File: config.mk
export PLATFORM = sky130hd
export DESIGN_NAME = avr_spi_cmd_flat
export DESIGN_NICKNAME = d
export VERILOG_FILES = /design/src/rtl/avr_spi_cmd_pkg.sv /design/src/rtl/avr_spi_cmd_if.sv /design/src/rtl/avr_spi_cmd_sync.sv /design/src/rtl/avr_spi_cmd.sv /design/src/flat_wrapper.sv
export SDC_FILE = /design/constraint.sdc
export NUM_CORES = 1
export LEC_CHECK = 0
export CELL_PAD_IN_SITES_DETAIL_PLACEMENT = 0
export CELL_PAD_IN_SITES_GLOBAL_PLACEMENT = 1
export CORE_ASPECT_RATIO = 0.5
export CORE_MARGIN = 2
export CORE_UTILIZATION = 46
export DETAILED_ROUTE_END_ITERATION = 10
export GPL_ROUTABILITY_DRIVEN = 0
export PLACE_DENSITY = 0.91
export SETUP_SLACK_MARGIN = 0.02
export SLEW_MARGIN = 20
export SYNTH_ARGS = -nofsm -noshare
export SYNTH_HDL_FRONTEND = slang
export SYNTH_HIERARCHICAL = 1
export SYNTH_SLANG_ARGS = --single-unit
File: constraint.sdc
create_clock -name fclk -period 4 [get_ports fclk]
set_input_delay 0.6 -clock fclk [delete_from_list [all_inputs] [get_ports fclk]]
set_output_delay 0.6 -clock fclk [all_outputs]
set_load 0.01 [all_outputs]
File: src/rtl/avr_spi_cmd_pkg.sv
// Shared constants for the AVR command link receiver: address nibbles,
// FSM states and the LSB-first shift helper.
package avr_spi_pkg;

  localparam logic [3:0] ADDR_KBD  = 4'h1;
  localparam logic [3:0] ADDR_MUS  = 4'h2;
  localparam logic [3:0] ADDR_RST  = 4'h3;
  localparam logic [3:0] ADDR_CFG0 = 4'h5;

  typedef enum logic {
    ST_ADDR = 1'b0,
    ST_DATA = 1'b1
  } spi_state_e;

  // Bits arrive LSB first, so each new bit enters at the top.
  function automatic logic [7:0] shift_in(input logic [7:0] r, input logic b);
    return {b, r[7:1]};
  endfunction

endpackage

File: src/rtl/avr_spi_cmd_if.sv
// AVR command link wires: AVR drives cs/clock/data, FPGA returns spidi.
interface avr_spi_cmd_if;
  logic spics_n;
  logic spick;
  logic spido;
  logic spidi;

  modport master (output spics_n, output spick, output spido, input spidi);
  modport slave  (input spics_n, input spick, input spido, output spidi);
endinterface

File: src/rtl/avr_spi_cmd_sync.sv
// Input synchronizer plus one-flop edge detector for an async link wire.
// Everything resets to 1 so an idle (high) line shows no edge at reset exit.
module spi_in_sync #(
  parameter int SYNC_STAGES = 2
) (
  input  logic fclk,
  input  logic rst_n,
  input  logic din,
  output logic lvl,
  output logic rise,
  output logic fall
);

  logic [SYNC_STAGES-1:0] sync_q;
  logic                   dly_q;

  // Synchronizer chain followed by the delayed copy used for edge compare.
  always_ff @(posedge fclk or negedge rst_n) begin
    if (!rst_n) begin
      sync_q <= '1;
      dly_q  <= 1'b1;
    end else begin
      sync_q <= {sync_q[SYNC_STAGES-2:0], din};
      dly_q  <= sync_q[SYNC_STAGES-1];
    end
  end

  assign lvl  = sync_q[SYNC_STAGES-1];
  assign rise = lvl & ~dly_q;
  assign fall = ~lvl & dly_q;

endmodule

File: src/rtl/avr_spi_cmd.sv
// AVR command link receiver: shifts an address byte while cs is high and a
// data byte while cs is low, commits on cs rise to registers and strobes,
// and returns cfg0 on spidi during a cfg0-addressed data phase.
module avr_spi_cmd
  import avr_spi_pkg::*;
#(
  parameter int         SYNC_STAGES   = 2,
  parameter logic [7:0] CFG0_RST      = 8'h00,
  parameter logic       SCANLINES_RST = 1'b1
) (
  input  logic         fclk,
  input  logic         rst_n,
  avr_spi_cmd_if.slave spi,
  output logic [7:0]   kbd_data,
  output logic         kbd_stb,
  output logic [7:0]   mus_x,
  output logic [7:0]   mus_y,
  output logic         mus_x_stb,
  output logic         mus_y_stb,
  output logic         game_rst_stb,
  output logic [7:0]   cfg0,
  output logic         vga_mode,
  output logic         scanlines
);

  logic cs_s, cs_rise, cs_fall;
  logic ck_s, ck_rise, ck_fall;
  logic do_s, do_rise, do_fall;
  logic cs_edge;

  spi_in_sync #(.SYNC_STAGES(SYNC_STAGES)) u_cs (
    .fclk(fclk), .rst_n(rst_n), .din(spi.spics_n),
    .lvl(cs_s), .rise(cs_rise), .fall(cs_fall));

  spi_in_sync #(.SYNC_STAGES(SYNC_STAGES)) u_ck (
    .fclk(fclk), .rst_n(rst_n), .din(spi.spick),
    .lvl(ck_s), .rise(ck_rise), .fall(ck_fall));

  spi_in_sync #(.SYNC_STAGES(SYNC_STAGES)) u_do (
    .fclk(fclk), .rst_n(rst_n), .din(spi.spido),
    .lvl(do_s), .rise(do_rise), .fall(do_fall));

  // Phase is tracked from cs edges; levels of cs/clock and data edges are not needed.
  logic unused_sync;
  assign unused_sync = ^{cs_s, ck_s, do_rise, do_fall};

  // A cs edge takes priority over any clock edge seen in the same cycle.
  assign cs_edge = cs_rise | cs_fall;

  spi_state_e state_q, state_d;
  logic [7:0] addr_q, data_q, tx_q;
  logic       spidi_q;
  logic       load_tx, sh_addr, sh_data, sh_tx, commit;

  // State register.
  always_ff @(posedge fclk or negedge rst_n) begin
    if (!rst_n) state_q <= ST_ADDR;
    else        state_q <= state_d;
  end

  // Next state and per-cycle datapath controls.
  always_comb begin
    state_d = state_q;
    load_tx = 1'b0;
    sh_addr = 1'b0;
    sh_data = 1'b0;
    sh_tx   = 1'b0;
    commit  = 1'b0;
    unique case (state_q)
      ST_ADDR: begin
        if (cs_fall) begin
          state_d = ST_DATA;
          load_tx = 1'b1;
        end else if (!cs_edge) begin
          sh_addr = ck_rise;
        end
      end
      ST_DATA: begin
        if (cs_rise) begin
          state_d = ST_ADDR;
          commit  = 1'b1;
        end else if (!cs_edge) begin
          sh_data = ck_rise;
          sh_tx   = ck_fall;
        end
      end
      default: state_d = ST_ADDR;
    endcase
  end

  // Shift registers, readback and the commit decode into outputs/strobes.
  always_ff @(posedge fclk or negedge rst_n) begin
    if (!rst_n) begin
      addr_q       <= '0;
      data_q       <= '0;
      tx_q         <= '0;
      spidi_q      <= 1'b0;
      kbd_data     <= '0;
      kbd_stb      <= 1'b0;
      mus_x        <= '0;
      mus_y        <= '0;
      mus_x_stb    <= 1'b0;
      mus_y_stb    <= 1'b0;
      game_rst_stb <= 1'b0;
      cfg0         <= CFG0_RST;
      scanlines    <= SCANLINES_RST;
    end else begin
      kbd_stb      <= 1'b0;
      mus_x_stb    <= 1'b0;
      mus_y_stb    <= 1'b0;
      game_rst_stb <= 1'b0;
      spidi_q      <= (state_q == ST_DATA) ? tx_q[0] : 1'b0;

      if (sh_addr) addr_q <= shift_in(addr_q, do_s);
      if (sh_data) data_q <= shift_in(data_q, do_s);
      if (sh_tx)   tx_q   <= {1'b0, tx_q[7:1]};

      if (load_tx) begin
        data_q <= '0;
        tx_q   <= (addr_q[7:4] == ADDR_CFG0) ? cfg0 : 8'h00;
      end

      if (commit) begin
        addr_q <= '0;
        unique case (addr_q[7:4])
          ADDR_KBD: begin
            if (addr_q[0]) kbd_stb  <= 1'b1;
            else           kbd_data <= data_q;
          end
          ADDR_MUS: begin
            if (addr_q[1:0] == 2'b00) begin
              mus_x     <= data_q;
              mus_x_stb <= 1'b1;
            end else if (addr_q[1:0] == 2'b01) begin
              mus_y     <= data_q;
              mus_y_stb <= 1'b1;
            end
          end
          ADDR_RST: game_rst_stb <= 1'b1;
          ADDR_CFG0: begin
            // Scanlines flip only on a 0->1 of the video mode bit.
            if (data_q[0] && !cfg0[0]) scanlines <= ~scanlines;
            cfg0 <= data_q;
          end
          default: ;
        endcase
      end
    end
  end

  assign spi.spidi = spidi_q;
  assign vga_mode  = cfg0[0];

endmodule
File: src/flat_wrapper.sv
// flat-port wrapper written by rule: the top's interface ports become plain ports
module avr_spi_cmd_flat import avr_spi_pkg::*;
#(
  parameter int         SYNC_STAGES   = 2,
  parameter logic [7:0] CFG0_RST      = 8'h00,
  parameter logic       SCANLINES_RST = 1'b1
)
  (fclk, rst_n, kbd_data, kbd_stb, mus_x, mus_y, mus_x_stb, mus_y_stb, game_rst_stb, cfg0, vga_mode, scanlines, spi_spics_n, spi_spick, spi_spido, spi_spidi);
  avr_spi_cmd_if spi_i ();
  input  logic fclk;
  input  logic rst_n;
  output logic [7:0] kbd_data;
  output logic kbd_stb;
  output logic [7:0] mus_x;
  output logic [7:0] mus_y;
  output logic mus_x_stb;
  output logic mus_y_stb;
  output logic game_rst_stb;
  output logic [7:0] cfg0;
  output logic vga_mode;
  output logic scanlines;
  input wire logic [$bits(spi_i.spics_n)-1:0] spi_spics_n;
  input wire logic [$bits(spi_i.spick)-1:0] spi_spick;
  input wire logic [$bits(spi_i.spido)-1:0] spi_spido;
  output wire logic [$bits(spi_i.spidi)-1:0] spi_spidi;
  assign spi_i.spics_n = spi_spics_n;
  assign spi_i.spick = spi_spick;
  assign spi_i.spido = spi_spido;
  assign spi_spidi = spi_i.spidi;
  avr_spi_cmd #(.SYNC_STAGES(SYNC_STAGES), .CFG0_RST(CFG0_RST), .SCANLINES_RST(SCANLINES_RST)) u_core (.fclk(fclk), .rst_n(rst_n), .spi(spi_i), .kbd_data(kbd_data), .kbd_stb(kbd_stb), .mus_x(mus_x), .mus_y(mus_y), .mus_x_stb(mus_x_stb), .mus_y_stb(mus_y_stb), .game_rst_stb(game_rst_stb), .cfg0(cfg0), .vga_mode(vga_mode), .scanlines(scanlines));
endmodule
==> results of run 1 <==
==> layout make-up <==
| type | count | area [µm²] |
|---|---|---|
| inverters | 13 | 48.8 |
| clock inverters | 6 | 38.8 |
| well taps | 77 | 96.3 |
| clock buffers | 9 | 225 |
| fillers | 464 | 2390 |
| repair buffers | 44 | 433 |
| flip-flops and latches | 71 | 1790 |
| multi-input cells | 121 | 985 |
==> placed cells by master, fill, tap and decap left out, types with 2 or more instances in the layout <==
master and count:
o221ai_1 7, nand3_1 2, nor4bb_4 2, nor4_1 2, clkinvlp_4 2, clkinv_2 3
mux2_2 23, clkdlybuf4s50_1 42, and2b_2 2, nand2_1 32, mux2_4 8, dfrtp_1 62
nor3b_1 2, o21ai_0 9, o2bb2ai_1 8, a22oi_1 7, inv_1 13, dfstp_2 9
clkbuf_16 9
==> critical path, delay by kind of cell, from the launching register on <==
| family | cells | cell delay, ns |
|---|---|---|
| and+or+nand+nor | 3 | 1.38 |
| muxes | 1 | 0.44 |
| DFF | 1 | 0.53 |
==> sequential cells by signal, indices dropped and copies added, names as in the netlist, 2 cells and up <==
register / count
u_core/cfg0: 8
u_core/u_ck/sync_q: 2
u_core/addr_q: 8
u_core/data_q: 8
u_core/u_do/sync_q: 2
u_core/tx_q: 8
u_core/kbd_data: 8
u_core/mus_x: 8
u_core/u_cs/sync_q: 2
u_core/mus_y: 8
==> layer usage <==
layer,vias up,routed length [µm],GRT usage,part of all wire
met5,-,0,0,0
met4,0,96,0.0809,0.017
met3,12,249,0.0634,0.045
met2,44,2710,0.287,0.49
met1,959,2440,0.224,0.44
li1,851,-,-,-
==> per-stage QoR <==
| step | instances | total power, mW |
|---|---|---|
| 4_1_cts | 341 | 1.57 |
| 3_3_place_gp | 326 | 0.861 |
| 6_report | 341 | 1.55 |
| 3_5_place_dp | 326 | 0.868 |
| 5_1_grt | 341 | 1.62 |
| 2_1_floorplan | 213 | 0.827 |
==> worst max path at each step <==
stage                              end             startpoint  slack [ns]
detailed placement     u_core/mus_x[4]  u_core/u_cs/sync_q[1]        1.14
finish                 u_core/mus_x[4]  u_core/u_cs/sync_q[1]        1.53
global placement       u_core/mus_x[3]  u_core/u_cs/sync_q[1]        1.39
global route           u_core/mus_x[0]  u_core/u_cs/sync_q[1]        1.39
floorplan           u_core/kbd_data[0]  u_core/u_cs/sync_q[1]        2.03
CTS                    u_core/mus_x[4]  u_core/u_cs/sync_q[1]        1.15
==> where the power goes <==
group | internal [mW] | total, mW | switching [mW]
clock network | 0.412 | 0.697 | 0.285
logic | 0.0359 | 0.0839 | 0.0480
registers | 0.742 | 0.774 | 0.0314
total | 1.19 | 1.55 | 0.364
==> flow_metrics.py, run 1 <==
metrics = {
    "floorplanning": {
        "rows": 20,
        "die-width_um": 115,
        "start_util": 0.472,
        "core_mm2": 0.00601,
        "die_area_mm2": 0.00684,
        "ioPinCount": 44,
        "die-height_um": 59.5,
    },
    "timing": {
        "fin_crit_sh": 0.618,
        "setup_violations": 0,
        "max_freq_mhz": 404,
        "slew_violations": 0,
        "post-route-min-period_ns": 2.47,
        "layout_setup_ws_ns": 1.53,
        "slew_headroom": 0.487,
        "rsz0062_at_grt": "no",
        "fin_hold_ws_ns": 0.245,
        "finClkSkew_ns": 0.00570,
        "hold_viol_final": 0,
        "tightest_slew_ns": 0.768,
        "setup_tns_ns": 0,
    },
    "critical_path": {
        "path_max_fanout": 14,
        "critPathSlowestCell": "nor2b_2",
        "crit_required_ns": 4.22,
        "worstPathCellList": "nor2b_2, and4b_1, nand3_1, mux2_2",
        "timing.rr.end": "u_core/mus_x[4]",
        "reg2reg_depth": 4,
        "reg2reg_setup_slack_ns": 1.53,
        "cpPeakStageDelay_ns": 0.63,
        "rr_startpoint": "u_core/u_cs/sync_q[1]",
        "crit_type": "reg2reg",
        "cp-end-kind": "flop",
        "arrival_ns": 2.69,
        "crit_path_start_kind": "flop",
    },
    "run_status": {
        "outcome": "finished, final reports clean",
    },
    "placement": {
        "port_buffers": 43,
        "dpl_cell_area_mm2": 0.00334,
        "hpwl_um": 3650,
        "dpl_worst_slack_ns": 1.14,
    },
    "finish": {
        "fin_nets": 265,
        "finalInstanceArea_mm2": 0.00361,
        "diodes": 0,
        "drive_gt1_frac": 0.250,
        "fin_util": 0.602,
        "area_delta_synth_final_pct": 27.6,
    },
    "power_and_ir_drop": {
        "ir_worst_vdd_v": 0.000171,
        "p_leak_nw": 1.61,
        "pwr_density_cell_mw_per_mm2": 430,
    },
    "clock_tree": {
        "tritoncts": "done",
        "clock-sinks": 71,
        "clockRootBuffer": "clkbuf_16",
        "htree_num_levels": 3,
        "cts-resized-gates": 0,
        "postCtsSetupRepairBufs": 0,
        "clk-insertion-delay-late_ns": 0.33,
        "clk_pin_slew_ns": 0.06,
        "cts_hold_buf": 0,
        "cts_made_buffers": 9,
        "clock_path_buffers": 2,
    },
    "detailed_routing": {
        "drc": 0,
        "vias_per_cell": 5.47,
        "drt_pass1_iterations": 4,
        "wl_per_cell_um": 16.1,
        "via_count": 1866,
        "drtIter0Drc": 107,
        "finalWirelength_um": 5490,
        "antenna_left": 0,
    },
    "run": {
        "drv_cap": 0,
    },
    "logic_synthesis": {
        "syn_inst": 213,
        "syn_area_mm2": 0.00283,
        "syn-num-nets": 218,
        "avgSynthCellArea_um2": 13.3,
        "ys_warn_count": 6,
    },
    "min_path": {
        "hold_path.class": "in2async",
    },
    "global_routing": {
        "track_usage": 0.179,
        "antenna_found_initial": 0,
        "grt.overflow.total": 0,
        "grt_pass1_wl_um": 9010,
        "grt_pass1_vias": 1815,
        "grt_start_max_net_pins": 50,
    },
}
(Power assumes the default switching activity.)
==> inputs of run 2 (changes only) <==
--- a/config.mk
+++ b/config.mk
@@ -9,10 +9,10 @@
 export CELL_PAD_IN_SITES_GLOBAL_PLACEMENT = 1
 export CORE_ASPECT_RATIO = 0.5
 export CORE_MARGIN = 2
-export CORE_UTILIZATION = 46
+export CORE_UTILIZATION = 39
 export DETAILED_ROUTE_END_ITERATION = 10
 export GPL_ROUTABILITY_DRIVEN = 0
-export PLACE_DENSITY = 0.91
+export PLACE_DENSITY = 0.83
 export SETUP_SLACK_MARGIN = 0.02
 export SLEW_MARGIN = 20
 export SYNTH_ARGS = -nofsm -noshare
==> constraint.sdc (replaced) <==
create_clock -name fclk -period 2.2 [get_ports fclk]
set_input_delay 0.33 -clock fclk [delete_from_list [all_inputs] [get_ports fclk]]
set_output_delay 0.33 -clock fclk [all_outputs]
set_load 0.01 [all_outputs]
==> flow_metrics.py, run 2 (same netlist as run 1, synthesis figures left out) <==
metrics = {
    "detailed_routing": {
        "antenna_left": 0,
        "route.met3.wl_um": 207,
        "met2_length_um": 2610,
        "drtIter0Drc": 139,
        "wl_per_cell_um": 15.5,
        "drt_pass1_iterations": 4,
        "wl_met1_um": 2730,
        "via_count": 1797,
        "vias_per_cell": 4.95,
        "drc": 0,
        "top_layer": "met4",
        "finalWirelength_um": 5620,
    },
    "clock_tree": {
        "cts_made_buffers": 9,
        "tritoncts": "done",
        "clk-insertion-delay-late_ns": 0.33,
        "postCtsSetupRepairBufs": 0,
        "clk_pin_slew_ns": 0.05,
        "htree_num_levels": 3,
        "clock-sinks": 71,
        "cts-resized-gates": 0,
        "cts_hold_buf": 0,
        "clockRootBuffer": "clkbuf_16",
        "clock_path_buffers": 2,
    },
    "power_and_ir_drop": {
        "ir_worst_vdd_v": 0.000365,
        "power_frac_clock": 0.459,
        "p_comb_frac": 0.059,
        "p_int_mw": 2.24,
        "p_leak_nw": 1.65,
        "netSwitchingFraction": 0.226,
        "p_sw_mw": 0.654,
        "pwr_density_cell_mw_per_mm2": 785,
        "power_frac_seq": 0.482,
    },
    "critical_path": {
        "startpoint": "u_core/u_cs/sync_q[1]",
        "path_max_fanout": 8,
        "cp-end-kind": "flop",
        "arrival_ns": 2.19,
        "crit_path_start_kind": "flop",
        "crit_type": "reg2reg",
        "reg2reg_depth": 4,
        "crit_required_ns": 2.41,
        "rr_startpoint": "u_core/u_cs/sync_q[1]",
    },
    "timing": {
        "setup_tns_ns": 0,
        "slew_headroom": 0.573,
        "slew_violations": 0,
        "post-route-min-period_ns": 1.98,
        "rsz0062_at_grt": "no",
        "hold_viol_final": 0,
        "tightest_slew_ns": 0.640,
        "max_freq_mhz": 504,
        "fin_hold_ws_ns": 0.0307,
        "setup_violations": 0,
        "fin_crit_sh": 0.902,
        "finClkSkew_ns": 0.00505,
    },
    "finish": {
        "diodes": 0,
        "fillers": 571,
        "final_cell_mix": "62 x dfrtp_1, 42 x clkdlybuf4s50_1, 32 x nand2_1",
        "fin_nets": 271,
        "area_delta_synth_final_pct": 30.1,
        "layout_commonest_cell": "dfrtp_1",
        "drive_gt1_frac": 0.258,
    },
    "placement": {
        "port_buffers": 43,
        "hpwl_um": 3660,
    },
    "global_routing": {
        "grt_start_max_net_pins": 72,
        "track_usage": 0.158,
        "grt.overflow.total": 0,
        "grt_pass1_wl_um": 9690,
        "grt_pass1_vias": 1920,
        "antenna_found_initial": 0,
    },
    "floorplanning": {
        "ioPinCount": 44,
        "die-width_um": 125,
        "start_util": 0.413,
        "core_mm2": 0.00686,
        "rows": 21,
        "die_area_mm2": 0.00800,
        "die-height_um": 64.3,
    },
    "run_status": {
        "outcome": "finished, final reports clean",
    },
    "min_path": {
        "hold_path.class": "in2async",
    },
    "run": {
        "drv_cap": 0,
    },
}
## run 2: cell count changes in the layout (fill, tap and decap cells not counted), sizes merged
cell / delta
buf: +6
clkbuf: +4
clkinv: -2
clkinvlp: -1
## run 2: metal layers
metal  GRT usage  vias to the layer above
met5           0                        -
met4      0.0716                        0
met3      0.0595                        6
met2       0.234                       43
met1       0.207                      892
li1            -                      856
## run 2: metrics by stage
stage | util | power, mW | setup WS [ns] | cell area (µm²) | cells
after detailed placement | 0.497 | 1.59 | 0.212 | 3410 | 347
final | 0.537 | 2.89 | 0.217 | 3680 | 363
after global placement | 0.497 | 1.58 | 0.261 | 3410 | 347
after global routing | 0.537 | 3.01 | 0.0926 | 3680 | 363
after CTS | 0.537 | 2.94 | 0.197 | 3680 | 363
after floorplan | - | 1.50 | 0.230 | 2830 | 213
## run 2: path summary, 6_finish.rpt
kind | slack [ns] | endpoint
worst min register to register | 0.35 | u_core/u_do/sync_q[1]
max in group asynchronous | 1.86 | u_core/scanlines
min in group fclk | 0.35 | u_core/u_do/sync_q[1]
worst max-delay path | 0.22 | u_core/kbd_data[0]
worst min-delay path | 0.03 | u_core/addr_q[3]
worst max register to register | 0.22 | u_core/kbd_data[0]
## run 2: critical path, stage by stage (launching register included)
cell       delay [ns]
dfstp_2          0.53
nor2b_1          0.26
nand4bb_4        0.18
or4_4            0.56
mux2_4           0.33
## run 2: layout make-up
| type | instances | area (µm²) | share of cell area |
|---|---|---|---|
| Sequential cell | 71 | 1790 | 0.485 |
| Inverter | 13 | 48.8 | 0.0132 |
| Multi-Input combinational cell | 121 | 965 | 0.262 |
| Timing Repair Buffer | 50 | 490 | 0.133 |
| Clock buffer | 13 | 260 | 0.0706 |
| Clock inverter | 3 | 17.5 | 0.00475 |
| Tap cell | 92 | 115 | 0.0312 |
## run 2: power by group through the flow
stage                     clock network (mW)  registers (mW)  logic, mW
after floorplan                            0            1.41     0.0961
after global placement                     0            1.41      0.167
after detailed placement                   0            1.42      0.172
after CTS                               1.37            1.40      0.173
after global routing                    1.42            1.40      0.192
final                                   1.33            1.40      0.170
